--- config.mk ---
export PLATFORM = sky130hd
export DESIGN_NAME = bf16_div_lane_packer
export DESIGN_NICKNAME = d
export VERILOG_FILES = /design/src/rtl/bf16_div_lane_packer.sv
export SDC_FILE = /design/constraint.sdc
export NUM_CORES = 1
export LEC_CHECK = 0
export BUFFER_PORTS_ARGS = -buffer_cell sky130_fd_sc_hd__buf_2
export CAP_MARGIN = 20
export CORE_MARGIN = 2
export CORE_UTILIZATION = 59
export DETAILED_ROUTE_END_ITERATION = 16
export PLACE_DENSITY = 0.84
export SETUP_SLACK_MARGIN = 0.4
export SLEW_MARGIN = 20
export SYNTH_ARGS = -nofsm -noshare
export SYNTH_HDL_FRONTEND = slang
export SYNTH_SLANG_ARGS = --single-unit
export TNS_END_PERCENT = 1
--- constraint.sdc ---
create_clock -name clk1 -period 4.29 [get_ports clk1]
set_clock_uncertainty 0.15 [all_clocks]
set_input_delay 0.858 -clock clk1 [delete_from_list [all_inputs] [get_ports clk1]]
set_output_delay 0.858 -clock clk1 [all_outputs]
set_load 0.03 [all_outputs]
--- src/rtl/bf16_div_lane_packer.sv ---
// bf16_div_lane_packer
//   Feeds an N-lane bfloat16 divider array. Operand pairs arrive one per cycle on a
//   valid/ready stream and are packed lane 0 first into a1/b1. A vector issues when
//   lane N-1 fills, or early on flush. Unfilled lanes carry PAD (1.0) so the divider
//   sees harmless operands there. A DIV_LAT-deep shadow pipe carries {valid, mask}
//   alongside the divider so downstream logic knows which c1 lanes are real, and when.
// Ports
//   clk1, rst1_n          clock (rising edge), asynchronous active-low reset
//   in_valid/in_ready     operand stream handshake (in_ready is 1 after reset release)
//   in_a, in_b            bf16 dividend / divisor
//   flush                 issue a partially filled vector now
//   a1, b1                packed operands to the divider, lane i = bits [16i+15:16i]
//   issue_valid           one-cycle pulse per issued vector
//   issue_mask            bit i set = lane i holds a real pair
//   res_valid, res_mask   issue_valid/issue_mask delayed by DIV_LAT cycles
module bf16_div_lane_packer #(
  parameter int unsigned N       = 2,
  parameter int unsigned DIV_LAT = 1,
  parameter logic [15:0] PAD     = 16'h3F80
) (
  input  logic             clk1,
  input  logic             rst1_n,
  input  logic             in_valid,
  output logic             in_ready,
  input  logic [15:0]      in_a,
  input  logic [15:0]      in_b,
  input  logic             flush,
  output logic [16*N-1:0]  a1,
  output logic [16*N-1:0]  b1,
  output logic             issue_valid,
  output logic [N-1:0]     issue_mask,
  output logic             res_valid,
  output logic [N-1:0]     res_mask
);

  localparam int unsigned CW = $clog2(N + 1);
  localparam logic [CW-1:0] LastIdx = CW'(N - 1);

  typedef enum logic [0:0] {StEmpty, StFilling} state_e;

  state_e        state_q;
  logic [CW-1:0] cnt_q;
  logic [15:0]   buf_a_q [N];
  logic [15:0]   buf_b_q [N];

  logic              accept;
  logic              issue;
  logic [16*N-1:0]   a_d;
  logic [16*N-1:0]   b_d;
  logic [N-1:0]      mask_d;

  logic              pipe_v_q [DIV_LAT];
  logic [N-1:0]      pipe_m_q [DIV_LAT];

  // Issue vector: buffered lanes, then this cycle's pair (if accepted), then PAD.
  always_comb begin
    accept = in_valid & in_ready;
    issue  = (accept && (cnt_q == LastIdx)) || (flush && ((cnt_q != '0) || accept));
    a_d    = '0;
    b_d    = '0;
    mask_d = '0;
    for (int unsigned i = 0; i < N; i++) begin
      if (CW'(i) < cnt_q) begin
        a_d[16*i +: 16] = buf_a_q[i];
        b_d[16*i +: 16] = buf_b_q[i];
        mask_d[i]       = 1'b1;
      end else if ((CW'(i) == cnt_q) && accept) begin
        a_d[16*i +: 16] = in_a;
        b_d[16*i +: 16] = in_b;
        mask_d[i]       = 1'b1;
      end else begin
        a_d[16*i +: 16] = PAD;
        b_d[16*i +: 16] = PAD;
      end
    end
  end

  always_ff @(posedge clk1 or negedge rst1_n) begin
    if (!rst1_n) begin
      state_q     <= StEmpty;
      cnt_q       <= '0;
      in_ready    <= 1'b0;
      a1          <= {N{PAD}};
      b1          <= {N{PAD}};
      issue_valid <= 1'b0;
      issue_mask  <= '0;
      for (int unsigned i = 0; i < N; i++) begin
        buf_a_q[i] <= '0;
        buf_b_q[i] <= '0;
      end
    end else begin
      // The divider array never back-pressures, so ready just follows reset release.
      in_ready    <= 1'b1;
      issue_valid <= issue;

      unique case (state_q)
        StEmpty:   if (accept && !issue) state_q <= StFilling;
        StFilling: if (issue)            state_q <= StEmpty;
        default:                         state_q <= StEmpty;
      endcase

      if (issue) begin
        a1         <= a_d;
        b1         <= b_d;
        issue_mask <= mask_d;
        cnt_q      <= '0;
      end else if (accept) begin
        cnt_q <= cnt_q + 1'b1;
      end

      for (int unsigned i = 0; i < N; i++) begin
        if (accept && !issue && (cnt_q == CW'(i))) begin
          buf_a_q[i] <= in_a;
          buf_b_q[i] <= in_b;
        end
      end
    end
  end

  // Shadow pipe mirrors the divider latency.
  always_ff @(posedge clk1 or negedge rst1_n) begin
    if (!rst1_n) begin
      for (int unsigned k = 0; k < DIV_LAT; k++) begin
        pipe_v_q[k] <= 1'b0;
        pipe_m_q[k] <= '0;
      end
    end else begin
      pipe_v_q[0] <= issue_valid;
      pipe_m_q[0] <= issue_mask;
      for (int unsigned k = 1; k < DIV_LAT; k++) begin
        pipe_v_q[k] <= pipe_v_q[k-1];
        pipe_m_q[k] <= pipe_m_q[k-1];
      end
    end
  end

  assign res_valid = pipe_v_q[DIV_LAT-1];
  assign res_mask  = pipe_m_q[DIV_LAT-1];

endmodule
==> metrics, run 1 <==
HPWL Detailed=6920 um; synthesized netlist cell count=404; register area share after synthesis=62.3%; Power per Cell Area=720 mW/mm2; maximum vdd drop=397 uV; I/O pin cnt=107; most frequent cell on the critical path=buf_4; Syn Area/Cell=13.8 um2; setup repair after global routing missed its margin=no; hold buffer count at CTS=0; total CTS buffers=17; met3 track demand over resource=5.55%; Fmax=306 MHz; Final min period=3.27 ns; largest net degree at the start of global routing=98; Routed WL=11100 um; CP peak stage delay=0.68 ns; count leader, synth=dfrtp_1; DRC=0; Leak Pwr=0.00341 uW; Post-Synth Adder-Cell Area=0.450%; drt pass-1 iters=4; n_diodes=0; Worst-path clk slew=0.06 ns; Top Usage Layer GRT=met2; filler cell count=623; root buf cell=clkbuf_8; full die area=0.0102 mm2; Sum Neg Setup Slack=0 ns; Synth Area in XOR/XNOR=0%; MaxCap Viol Count=0; maximum net fanout on the critical path=46; Yosys reg bits=137; crit-path cells=inv_1 -> ha_1 -> buf_4 -> nand2b_1 -> o21a_1 -> clkinv_2 -> buf_4 -> mux2i_1; clk sinks=137; met2 usage=37.1%; Yosys warnings=0; CP Launch Type=flop; DR vias/cell=5.61; Mapped Nets=442; area leader, netlist=dfrtp_1; endpoints failing setup=0; Final nets=518; RePlAce Congestion=0.787; core area=0.00920 mm2; worst skew pair latency=0.51 ns; worst slew pin tran=0.938 ns; CTS tree=done; Critical Path AT=3.55 ns; number of setup buffers added after CTS=0; CP Class=reg -> reg; Post-CTS Resized=0; Slowest-stage cell, CP=clkinv_2; Worst Hold Class=reg -> reg; most area-consuming cells after synthesis=dfrtp_1 49%, dfstp_2 13%, mux2_2 12%; DIE HEIGHT=101 um; final core occ=72.1%; first-pass GRT wire length=18200 um; Worst Path Required=4.57 ns; slew margin rel.=37.4%; Final Cycle Share=76.2%; post-synthesis simple-gate area fraction=1.35%; WL/cell=18.4 um; area delta synth->final=19.4%; DRT antenna net count=0; Clock H-tree levels=4; vias in the first global route=3626; initial antenna violation count=0; Setup crit end kind=flop; post-synth top area share=49.1%; fraction of synthesized area in multiplexers=19.8%; Initial DRC Count=123; Post-synth EDFFs=0; layout cells sized above 1=48.9%; Final Hold Fails=0; Commonest cells post-synth=109 x dfrtp_1, 58 x mux2_2, 38 x clkbuf_1; post-synth cell types=27; effective utilization at floorplan=60.4%; ys flop type=dfrtp_1; Final Max Tran Viols=0; Mapped Area=0.00556 mm2; port buffer count=106; clk buf depth=2; status=finished, final reports clean; via count=3390; asr flop ratio synth=100%; GRT Resource Usage Total=23.4%; largest family of logic cells by synthesized area=multiplexers; Remaining Overflow, GRT=0; GRT met1 Usage=31.7%; Synth Area in Compound Gates=9.28%; row count=35; chip width=101 um
==> metrics by stage <==
stage / power [uW] / hold slack (ns) / setup slack (ns) / area, um2 / instances
4_1_cts: 4810 / 0.229 / 0.957 / 6630 / 604
5_1_grt: 5010 / 0.237 / 0.736 / 6630 / 604
6_report: 4780 / 0.225 / 1.02 / 6630 / 604
3_5_place_dp: 3290 / 0.214 / 0.967 / 6020 / 572
2_1_floorplan: 2910 / 0.280 / 1.85 / 5560 / 404
3_3_place_gp: 3230 / 0.216 / 1.12 / 6020 / 572
==> flip-flops by register name, indices dropped and copies added (netlist names) <==
signal / cells
in_ready: 1
cnt_q: 2
buf_a_q: 32
a1: 32
res_mask: 2
res_valid: 1
issue_valid: 1
b1: 32
issue_mask: 2
buf_b_q: 32
==> final cells by class <==
type,instances,area (um2),share of cell area [%]
Clock buffer,18,418,6.30
Clock inverter,14,195,2.94
Inverter,32,121,1.83
Multi-Input combinational cell,181,1720,26.0
Sequential cell,137,3460,52.2
Tap cell,111,139,2.09
Timing Repair Buffer,111,574,8.66
==> final timing paths <==
| path | start | cells after the start | endpoint | slack [ns] |
|---|---|---|---|---|
| min | issue_valid$_DFF_PN0_ | 0 | res_valid$_DFF_PN0_ | 0.22 |
| min reg2reg | issue_valid$_DFF_PN0_ | 0 | res_valid$_DFF_PN0_ | 0.22 |
| max | cnt_q[1]$_DFFE_PN0P_ | 8 | a1[28]$_DFFE_PN1P_ | 1.02 |
| max in group asynchronous | rst1_n | 2 | buf_a_q[17]$_DFFE_PN0P_ | 2.92 |
| max reg2reg | cnt_q[1]$_DFFE_PN0P_ | 8 | a1[28]$_DFFE_PN1P_ | 1.02 |
| min in group asynchronous | rst1_n | 1 | issue_valid$_DFF_PN0_ | 0.27 |
==> routing by layer <==
layer / vias to the layer above / part of all wire (%)
met1: 1719 / 46
met5: - / 0
li1: 1557 / -
met3: 16 / 3.9
met2: 98 / 49
met4: 0 / 1.5
==> where the power goes <==
| group | internal (uW) | switching, uW | total, uW |
|---|---|---|---|
| Clock | 947 | 554 | 1500 |
| Combinational | 555 | 834 | 1390 |
| Sequential | 1700 | 184 | 1890 |
==> cells in the final DEF, fill, tap and decap left out, drive strengths merged <==
| cell type | count |
|---|---|
| buf | 111 |
| a22o | 36 |
| nand2b | 2 |
| o21a | 1 |
| dfstp | 28 |
| nand2 | 2 |
| nand3 | 4 |
| a21o | 1 |
| clkbuf | 18 |
| mux2i | 28 |
| clkinvlp | 4 |
| conb | 1 |
| o22ai | 28 |
| nor2 | 1 |
| and2 | 1 |
| bufinv | 4 |
| mux2 | 69 |
| dfrtp | 109 |
| nand4b | 1 |
| and4b | 1 |
| inv | 33 |
| ha | 2 |
| o21ai | 2 |
| and3 | 1 |
| clkinv | 5 |
==> cells by family (layout without fill, tap and decap cells) <==
group                      count (synthesis)  count (layout)
muxes                                     97              97
DFF                                      137             137
buffers and inverters                     86             175
other                                      1               1
and+or+nand+nor                           13              13
adders and majority gates                  2               2
AOI/OAI and AO/OA                         68              68
==> worst max-delay path, delay by kind of cell (launching register included) <==
family	cells	cell delay, ns
buffers and inverters	4	1.85
flip-flops	1	0.37
adder cells (fa/ha/maj)	1	0.24
multiplexers	1	0.21
AND/OR/NAND/NOR	1	0.17
AO/OA/AOI/OAI	1	0.16
Power figures use the tool's default switching activity.
==> run 2: changes to the inputs <==
Settings changed: CORE_UTILIZATION 59 to 55, PLACE_DENSITY 0.84 to 0.79.
Clock period 4.29 ns to 3.2 ns, I/O delays scaled along.
==> metrics, run 2 (same netlist as run 1, synthesis figures left out) <==
status=complete, but fails checks; failing checks=negative hold slack; maximum net fanout on the critical path=32 (-30%); Power per Cell Area=955 mW/mm2 (+33%); area delta synth->final=20.6%; Sum Neg Setup Slack=0 ns (unchanged); Final nets=520 (+0.39%); Critical Path AT=2.73 ns (-0.82 ns); setup repair after global routing missed its margin=no; CTS tree=done; number of setup buffers added after CTS=0 (unchanged); crit-path cells=inv_1 -> ha_1 -> nor2_1 -> nand3_2 -> mux2_2; CP Launch Point=cnt_q[1]$_DFFE_PN0P_; Reg2Reg Depth=5 (-3); row count=36 (+2.9%); Reg power frac=39.5% (about the same); Fmax=403 MHz (+32%); effective utilization at floorplan=56.8% (-3.6 points); Worst-path clk slew=0.06 ns (about the same); switch share=32.1% (-0.83 points); Final Cycle Share=77.5% (+1.2 points); initial antenna violation count=0 (unchanged); Leak Pwr=0.00344 uW (+0.78%); worst skew pair latency=0.53 ns (+0.02 ns); slew margin rel.=41.7% (+4.3 points); Top delay family on crit path=simple AND/OR/NAND/NOR gates; endpoints failing setup=0 (unchanged); Setup crit end kind=flop; Remaining Overflow, GRT=0 (unchanged); Routed WL=11200 um (+0.40%); Clock H-tree levels=4 (unchanged); via count=3413 (+0.68%); chip width=105 um (+3.4%); reg2reg end=buf_a_q[31]$_DFFE_PN0P_; Worst Path Required=3.45 ns (-1.12 ns); maximum vdd drop=464 uV (+17%); R2R Setup Slk=0.72 ns (-0.30 ns); clk buf depth=2 (unchanged); commonest non-fill, non-tap cells in the layout=109 x dfrtp_1, 105 x buf_2, 58 x mux2_2; total CTS buffers=17 (unchanged); core area=0.00977 mm2 (+6.3%); Slowest-stage cell, CP=nand3_2; drt pass-1 iters=4 (unchanged); CP peak stage delay=0.74 ns (+0.06 ns); CP Class=reg -> reg; most common cell after layout, fill and taps aside=dfrtp_1; Final min period=2.48 ns (-0.791 ns); RR Startpoint=cnt_q[1]$_DFFE_PN0P_; full die area=0.0109 mm2 (+7.0%); DRC=0 (unchanged); DRT antenna net count=0 (unchanged); n_diodes=0 (unchanged); WHS=-0.00234 ns (-0.227 ns); vias in the first global route=3651 (+0.69%); cell-internal power=4350 uW (+36%); largest net degree at the start of global routing=82 (-16%); CP endpoint=buf_a_q[31]$_DFFE_PN0P_; stages on the worst setup path=5 (-3); I/O pin cnt=107 (unchanged); Initial DRC Count=125 (+1.6%); DR vias/cell=5.43 (-3.2%); Final Max Tran Viols=0 (unchanged); RePlAce Congestion=0.738 (-6.3%); MaxCap Viol Count=0 (unchanged); WL/cell=17.8 um (-3.4%); HPWL Detailed=7070 um (+2.2%); P_sw=2050 uW (+31%); worst slew pin tran=0.874 ns (-0.0642 ns); clock group share of total power=31.2% (-0.2 points); combinational power share=29.3% (+0.2 points); root buf cell=clkbuf_8; clk sinks=137 (unchanged); hold buffer count at CTS=0 (unchanged); Post-CTS Resized=0 (unchanged); Worst Hold Class=in -> async; DIE HEIGHT=105 um (+3.4%); worst path buffer plus inverter count=1 (-3); layout cells sized above 1=48.3% (-0.60 points); GRT Resource Usage Total=22.3% (-1.0 points); Final Hold Fails=2 (+2); CP Launch Type=flop; port buffer count=106 (unchanged); first-pass GRT wire length=18800 um (+3.2%)
==> run 2: cell type report <==
class / count / area [um2]
Inverter: 32 / 121
Fill cell: 702 / 3070
Sequential cell: 137 / 3460
Tap cell: 133 / 166
Multi-Input combinational cell: 181 / 1720
Timing Repair Buffer: 113 / 627
Clock buffer: 24 / 460
Clock inverter: 8 / 143
==> run 2: worst register-to-register path: cells and delay by family (launching register included) <==
family	cells	cell delay (ns)
and+or+nand+nor	2	1.00
muxes	1	0.57
DFF	1	0.34
adders and majority gates	1	0.23
buffers and inverters	1	0.07
==> run 2: worst min-delay path by stage <==
| stage | from | end | slack (ns) | cells after the start |
|---|---|---|---|---|
| finish | rst1_n | res_valid$_DFF_PN0_ | -0.002 | 1 |
| global route | rst1_n | res_valid$_DFF_PN0_ | 0.05 | 1 |
| CTS | rst1_n | buf_b_q[23]$_DFFE_PN0P_ | 0.03 | 1 |
| detailed placement | issue_valid$_DFF_PN0_ | res_valid$_DFF_PN0_ | 0.21 | 0 |
| global placement | issue_valid$_DFF_PN0_ | res_valid$_DFF_PN0_ | 0.21 | 0 |
| floorplan | rst1_n | a1[0]$_DFFE_PN0P_ | 0.19 | 0 |
==> run 2: per-stage QoR <==
stage | instance area, um2 | utilization, % | setup slack, ns | std cells | power [uW]
2_1_floorplan | 5560 | - | 0.756 | 404 | 3900
3_3_place_gp | 6100 | 62.4 | 0.740 | 596 | 4370
3_5_place_dp | 6100 | 62.4 | 0.649 | 596 | 4440
4_1_cts | 6700 | 68.6 | 0.708 | 628 | 6450
5_1_grt | 6700 | 68.6 | 0.543 | 628 | 6710
6_report | 6700 | 68.6 | 0.721 | 628 | 6400
==> run 2: routing by layer <==
layer	track usage (%)	vias to the layer above	wire length, um
met5	0	-	0
met1	29.2	1716	4920
met4	9.75	0	235
met3	6.64	24	585
met2	34.7	122	5440
li1	-	1551	-
==> run 2: power groups by stage <==
| stage | clock network [uW] | registers, uW | logic [uW] |
|---|---|---|---|
| floorplan | 0 | 3010 | 892 |
| global placement | 0 | 2530 | 1840 |
| detailed placement | 0 | 2550 | 1890 |
| CTS | 2020 | 2530 | 1900 |
| global route | 2100 | 2590 | 2020 |
| finish | 2000 | 2530 | 1880 |
